### src/rtl/leaf_arb_pkg.sv
// Shared types and constants for the leaf output arbiter.
// Latency: n/a (declarations only).
// Backpressure: n/a.
package leaf_arb_pkg;

    // Arbiter FSM encoding
    typedef enum logic {
        IDLE  = 1'b0,
        GRANT = 1'b1
    } arb_state_t;

    // Width of each per-requester statistics counter
    localparam int STAT_W = 16;

    // Burst counter width; holds BURST_LEN-1 for BURST_LEN up to 255
    localparam int BURST_CNT_W = 8;

    // Increment an index modulo n
    function automatic int wrap_inc(input int v, input int n);
        return (v + 1 >= n) ? 0 : v + 1;
    endfunction

endpackage

### src/rtl/rr_pick.sv
// Wrap-around first-set search starting at ptr.
// Latency: combinational.
// Backpressure: none.
module rr_pick #(
    parameter int  N = 4,
    localparam int W = $clog2(N)
) (
    input  logic [N-1:0] req,
    input  logic [W-1:0] ptr,
    output logic [W-1:0] idx,
    output logic         any
);

    // Scan ptr, ptr+1, ... wrapping at N; the first set bit wins
    always_comb begin
        int cand;
        cand = 0;
        idx  = '0;
        any  = 1'b0;
        for (int k = 0; k < N; k++) begin
            cand = int'(ptr) + k;
            if (cand >= N) cand = cand - N;
            if (!any && req[W'(cand)]) begin
                any = 1'b1;
                idx = W'(cand);
            end
        end
    end

endmodule

### src/rtl/leaf_out_arbiter.sv
// Round-robin burst arbiter merging NUM_REQ user streams onto one leaf port; ARB_STATS_EN adds per-requester word counters.
// Latency: 1 cycle from accepted user word to registered dout; one IDLE bubble between grants.
// Backpressure: granted user sees ack only when the output register is empty or draining this cycle.
module leaf_out_arbiter
    import leaf_arb_pkg::*;
#(
    parameter int  NUM_REQ      = 4,
    parameter int  PAYLOAD_BITS = 32,
    parameter int  BURST_LEN    = 16,
    localparam int TAG_W        = $clog2(NUM_REQ)
) (
    input  logic                            clk,
    input  logic                            reset,
    input  logic [NUM_REQ*PAYLOAD_BITS-1:0] din_user2arb,
    input  logic [NUM_REQ-1:0]              vld_user2arb,
    output logic [NUM_REQ-1:0]              ack_arb2user,
    output logic [PAYLOAD_BITS-1:0]         dout_arb2interface,
    output logic [TAG_W-1:0]                tag_arb2interface,
    output logic                            vld_arb2interface,
    input  logic                            ack_interface2arb,
    input  logic [TAG_W-1:0]                stat_sel,
    output logic [STAT_W-1:0]               stat_count
);

    arb_state_t              state_q, state_d;
    logic [TAG_W-1:0]        grant_q, grant_d;
    logic [TAG_W-1:0]        rr_ptr_q, rr_ptr_d;
    logic [BURST_CNT_W-1:0]  cnt_q, cnt_d;
    logic                    vld_q, vld_d;
    logic [PAYLOAD_BITS-1:0] dout_q, dout_d;
    logic [TAG_W-1:0]        tag_q, tag_d;

    logic [TAG_W-1:0]        pick_idx;
    logic                    pick_any;
    logic                    in_grant;
    logic                    out_free;
    logic                    grant_vld;
    logic                    accept;
    logic [TAG_W-1:0]        next_ptr;

    rr_pick #(.N(NUM_REQ)) u_pick (
        .req (vld_user2arb),
        .ptr (rr_ptr_q),
        .idx (pick_idx),
        .any (pick_any)
    );

    assign in_grant  = (state_q == GRANT);
    assign out_free  = !vld_q || ack_interface2arb;
    assign grant_vld = vld_user2arb[grant_q];
    assign accept    = in_grant && out_free && grant_vld;
    assign next_ptr  = TAG_W'(wrap_inc(int'(grant_q), NUM_REQ));

    assign dout_arb2interface = dout_q;
    assign tag_arb2interface  = tag_q;
    assign vld_arb2interface  = vld_q;

    // Only the granted requester may see ready, and only when the output slot frees up
    always_comb begin
        ack_arb2user = '0;
        if (in_grant) ack_arb2user[grant_q] = out_free;
    end

    // Grant FSM: pick in IDLE, end the grant on an idle slot or a full burst
    always_comb begin
        state_d  = state_q;
        grant_d  = grant_q;
        rr_ptr_d = rr_ptr_q;
        cnt_d    = cnt_q;
        case (state_q)
            IDLE: begin
                if (pick_any) begin
                    state_d = GRANT;
                    grant_d = pick_idx;
                    cnt_d   = '0;
                end
            end
            GRANT: begin
                if (out_free) begin
                    if (!grant_vld || cnt_q == BURST_CNT_W'(BURST_LEN - 1)) begin
                        state_d  = IDLE;
                        rr_ptr_d = next_ptr;
                        cnt_d    = '0;
                    end else begin
                        cnt_d = cnt_q + 1'b1;
                    end
                end
            end
            default: state_d = IDLE;
        endcase
    end

    // Output register: load on accept, otherwise drain when the leaf takes the word
    always_comb begin
        vld_d  = vld_q;
        dout_d = dout_q;
        tag_d  = tag_q;
        if (accept) begin
            vld_d  = 1'b1;
            dout_d = din_user2arb[int'(grant_q)*PAYLOAD_BITS +: PAYLOAD_BITS];
            tag_d  = grant_q;
        end else if (ack_interface2arb) begin
            vld_d = 1'b0;
        end
    end

    // State and output registers; reset discards any held word
    always_ff @(posedge clk or posedge reset) begin
        if (reset) begin
            state_q  <= IDLE;
            grant_q  <= '0;
            rr_ptr_q <= '0;
            cnt_q    <= '0;
            vld_q    <= 1'b0;
            dout_q   <= '0;
            tag_q    <= '0;
        end else begin
            state_q  <= state_d;
            grant_q  <= grant_d;
            rr_ptr_q <= rr_ptr_d;
            cnt_q    <= cnt_d;
            vld_q    <= vld_d;
            dout_q   <= dout_d;
            tag_q    <= tag_d;
        end
    end

`ifdef ARB_STATS_EN
    logic [STAT_W-1:0] stat_q [NUM_REQ];
    logic [STAT_W-1:0] stat_d [NUM_REQ];

    // Saturating per-requester count of accepted words
    always_comb begin
        stat_d = stat_q;
        if (accept && stat_q[grant_q] != '1) stat_d[grant_q] = stat_q[grant_q] + 1'b1;
    end

    // Counter registers
    always_ff @(posedge clk or posedge reset) begin
        if (reset) begin
            for (int i = 0; i < NUM_REQ; i++) stat_q[i] <= '0;
        end else begin
            stat_q <= stat_d;
        end
    end

    assign stat_count = (int'(stat_sel) < NUM_REQ) ? stat_q[stat_sel] : '0;
`else
    logic unused_stat_sel;
    assign unused_stat_sel = ^stat_sel;
    assign stat_count      = '0;
`endif

endmodule

### config.mk
export PLATFORM = sky130hd
export DESIGN_NAME = leaf_out_arbiter
export DESIGN_NICKNAME = d
export VERILOG_FILES = /design/src/rtl/leaf_arb_pkg.sv /design/src/rtl/rr_pick.sv /design/src/rtl/leaf_out_arbiter.sv
export SDC_FILE = /design/constraint.sdc
export NUM_CORES = 1
export LEC_CHECK = 0
export ABC_CLOCK_PERIOD_IN_PS = 4000
export CORE_ASPECT_RATIO = 1.5
export CORE_UTILIZATION = 40
export DETAILED_ROUTE_END_ITERATION = 10
export PLACE_DENSITY = 0.87
export SETUP_SLACK_MARGIN = 0.3
export SLEW_MARGIN = 20
export SYNTH_ARGS = -nofsm -noshare
export SYNTH_HDL_FRONTEND = slang
export SYNTH_SLANG_ARGS = --single-unit
### constraint.sdc
create_clock -name clk -period 4 [get_ports clk]
set_clock_uncertainty 0.05 [all_clocks]
set_input_delay 0.8 -clock clk [delete_from_list [all_inputs] [get_ports clk]]
set_output_delay 0.8 -clock clk [all_outputs]
set_load 0.05 [all_outputs]
Word level (Yosys, flattened, before mapping)
Index checks and enable logic that the tools add are counted.

cells by class
  shifts and indexed selects = 1
  reductions and logical operators = 17
  order comparisons = 11
  mux-type cells = 40
  eq/ne operators = 3
  bitwise gates (word level) = 2
  $add $sub $neg = 9

operators with widths
  kind                   count
  $shiftx A128 B8 Y32    1
  $mux W8                3
  $mux W1                19
  $mux W2                9
  $lt A2 B4 Y1 const B   4
  $pmux W8 S2            1
  $ge A3 B3 Y1 const B   4
  $bmux W1 S2            5
  $add A8 B1 Y8 const B  1
  $eq A8 B4 Y1 const B   1
  $sub A2 B1 Y2 const B  4
  $add A2 B1 Y3 const B  2
  $add A2 B2 Y3 const B  2
  $logic_and A1 B1 Y1    6
  $logic_not A1 Y1       5
  $and A4 B4 Y4          1
  $mux W4                1
  $reduce_and A2 Y1      2
  $ge A2 B3 Y1 const B   1
  $lt A2 B3 Y1 const B   1
  $reduce_and A3 Y1      1
  $demux W1 S2           1
  $ge A2 B1 Y1 const B   1
  $logic_or A1 B1 Y1     2
  other kinds (5)        5

word-level totals
  word-level logic and storage cells = 90
  register bits after elaboration = 48

Logic depth before layout (Yosys ltp)
  depth in word-level cells = 17
  depth in mapped cells = 5

Cells and area by module
From an unflattened synthesis, not the netlist that was laid out.

unflattened totals
  cells, all modules = 218
  area total of the unflattened synthesis = 3,000.4 sq um

by module, submodules not included
  module            instances  area each (sq um)  cells each
  leaf_out_arbiter  1          2,922.8            203
  rr_pick           1          77.6               15

Worst setup path before layout
No wires, ideal clock.

  kind = register to output
  start point = register grant_q[0]
  end point = output ack_arb2user[0]
  slack = 1.551 ns
  path buffers = 2
  stages on the path, launching flop included = 6
  arrival = 1.599 ns
  cells stage by stage = dfrtp_1 -> buf_6 -> buf_1 -> inv_1 -> ha_1 -> and3_1

on the way
  cells in the longest elaborated chain, start to end = 6
  elaborated cells between the ends (all ways) = 7

ends and longest elaborated chain
  what                                                                RTL line                 text
  from (decl)                                                         leaf_out_arbiter.sv:26   logic [TAG_W-1:0] grant_q, grant_d;
  from (signal assigned)                                              leaf_out_arbiter.sv:119  grant_q <= grant_d;
  $lt A2 B3 Y1 (implied by the code) or $ge A2 B1 Y1 (tied branches)  leaf_out_arbiter.sv:61   if (in_grant) ack_arb2user[grant_q] = out_free;
  $logic_and A1 B1 Y1 (implied by the code)                           leaf_out_arbiter.sv:61
  $mux W1 (implied by the code)                                       leaf_out_arbiter.sv:61
  $demux W1 S2 (*)                                                    leaf_out_arbiter.sv:61
  $and A4 B4 Y4 (no source line) (*)                                  -
  $mux W4 (*)                                                         leaf_out_arbiter.sv:61
  to (decl)                                                           leaf_out_arbiter.sv:16   output logic [NUM_REQ-1:0] ack_arb2user,

Mark *: on every way between the ends. The rest lies on a longest branch, timed or not.

Worst setup path in the final report
  start point = input ack_interface2arb
  end point = output ack_arb2user[1]

on the way
  cells in the longest elaborated chain, start to end = 3

ends and longest elaborated chain
  what                            RTL line                text
  from (decl)                     leaf_out_arbiter.sv:20  input logic ack_interface2arb,
  $logic_or A1 B1 Y1              leaf_out_arbiter.sv:49  assign out_free = !vld_q || ack_interface2arb;
  $and A4 B4 Y4 (no source line)  -
  $mux W4                         leaf_out_arbiter.sv:61

No other way between the ends.

==> metrics <==
status finished clean; fmax 297.0 MHz; Worst path max stage delay 0.79 ns; ANT cells 0; count leader, synth dfrtp_1; Syn Inst Count 218; H-tree levels 2; CP top delay family buffers and inverters; top cells by count, synth dfrtp_1 (48), mux2_2 (34), mux4_2 (33), buf_4 (17), a21oi_1 (9); initial antenna violation count 0; CTS root buf clkbuf_8; multi-input logic area 1653 sq um; CTS tree yes; later-pin clock latency in the skew report 0.30 ns; share of layout cells above drive strength 1 0.2159; FF/Latch Area 1202 sq um; Cell Count, Final, Fillers Out 489; Die Ht 108.5 um; Row Count 38; crit path cell chain clkdlybuf4s50_1 -> nand2b_1 -> and3_1 -> clkdlybuf4s50_1; CTS buffer count 5; setup repair bufs after CTS 0; Post-CTS Hold Fix Bufs 0; die area 7919 sq um; unique cell type count in the Yosys netlist 35; CP max stage cell clkdlybuf4s50_1; Synth Area in XOR/XNOR 0; total stage count of the critical path 4; Hold WS 0.4597 ns; first-pass GRT wire length 12740 um; Max-slew headroom 0.4424; post-synthesis mux area share 0.3881; hpwl dp 6550 um; Reg clk slew, reported paths 0.09 ns; maximum clock path buffer count 2; CP Capture Type primary output; final design utilization 0.6694; post-route ant nets 0; R2R depth 4; vias in the first global route 2675; Area Overhead vs Synth 61.03%; die width 73.00 um; Final Hold Vio Count 0; crit path DAT 2.52 ns; min cycle time layout 3.367 ns; Slew Viols, Final 0; area leader, netlist dfrtp_1; Cell Pwr Density 733.0 nW/um^2; Leakage 1.916 nW; RSZ-0062 raised after global routing no; placer congestion estimate 0.7208; critical path launch point type primary input; Core ar. 7274 sq um; vias 2507; Crit Path Class in -> out; CP required 3.15 ns; CP max FO 8; Avg Inst Size Synth 13.87 sq um; DRC Markers 0; WL final 8160 um; Slew @ Worst Pin 0.8354 ns; WL/cell 16.69 um; Hold Crit Class reg -> reg; TritonRoute pass-1 iters 4; largest net degree at the start of global routing 49; I/O Pins 192; maximum VDD drop 0.0004069 V; violation count after the first detailed-route iteration 96; Fill cells 578; largest family of logic cells by synthesized area multiplexers; final net count 530; Max-cap violations 0; Yosys reg bits 48; Synth Flop Type dfrtp_1; post-synthesis async set-or-reset flop share 1.000; DP Cell Count 481; share of Yosys cell area claimed by the top area cell type 0.3972; Initial Utilization 0.4157; post-cts sizing count 0; Synth Area in Adders 0.02069; Port Buf Inserts 173; CP dominant cell by count clkdlybuf4s50_1; setup tns final 0 ns; Yosys warnings 0; Post-Synth Simple-Gate Area 0.06620; period utilisation layout 0.8417; final setup vio count 0; total congestion overflow 0; Mapped Area 3024 sq um; DR vias/cell 5.127; Global Route Usage Sum 0.2137; Hold Path Stages 1; leading post-synthesis cells by cell area dfrtp_1 (40%), mux4_2 (25%), mux2_2 (13%); Buf/Inv on CP 2; sequential cell area fraction in the yosys report 0.3972; Post-synth EDFFs 0; clk sink count 48; Synth Area in Compound Gates 0.05172
==> sequential cells by signal, summed over array words and instances (netlist names) <==
| name | count |
|---|---|
| cnt_q | 8 |
| dout_arb2interface | 32 |
| grant_q | 2 |
| in_grant | 1 |
| rr_ptr_q | 2 |
| tag_arb2interface | 2 |
| vld_arb2interface | 1 |
==> power breakdown <==
part           switching (mW)  internal [mW]
Clock                   0.162          0.186
Sequential              0.189          0.709
Combinational            1.26           1.06
==> layer usage <==
metal	global-route usage	part of all wire	vias to the layer above
li1	-	-	1140
met1	0.2276	0.32	1233
met2	0.4074	0.59	121
met3	0.04939	0.070	13
met4	0.06162	0.021	0
met5	0	0	-
==> through the flow <==
stage          worst slack [ns]  total power [mW]  cell area, sq um
2_1_floorplan             1.551             2.559              3080
3_3_place_gp             0.6471             3.202              4761
3_5_place_dp             0.6159             3.256              4761
4_1_cts                  0.6147             3.608              4868
5_1_grt                  0.5400             3.774              4870
6_report                 0.6334             3.570              4870
==> cells by family (layout without fill, tap and decap cells) <==
kind of cell | Yosys count | count (layout)
other cells | 1 | 16
flops | 48 | 48
compound gates | 26 | 26
fa+ha+maj | 5 | 5
simple gates | 34 | 34
buf+inv | 34 | 190
mux | 70 | 70
==> worst paths after layout <==
path | end | from | slack (ns)
worst max-delay path | ack_arb2user[1] | ack_interface2arb | 0.63
worst min-delay path | dout_arb2interface[12] | dout_arb2interface[12] | 0.46
worst max register to register | dout_arb2interface[14] | grant_q[0] | 1.36
worst min register to register | dout_arb2interface[12] | dout_arb2interface[12] | 0.46
max in group asynchronous | grant_q[0] | reset | 2.45
min in group asynchronous | dout_arb2interface[4] | reset | 0.91
==> final cells by class <==
class | instances | share of cell area
clock inverter | 2 | 0.007194
inverter | 5 | 0.004111
multi-input combinational | 151 | 0.3394
clock buffer | 6 | 0.01490
sequential | 48 | 0.2469
timing repair buffer | 177 | 0.3618
tap | 100 | 0.02569
==> cell usage in the layout, fill, tap and decap left out, drive strengths merged, types with 6 or more instances in the layout <==
master,count
mux2,35
clkbuf,6
conb,16
o21ai,7
mux4,33
a21oi,9
clkdlybuf4s50,173
nand2,8
dfrtp,48
Power figures use the tool's default switching activity.
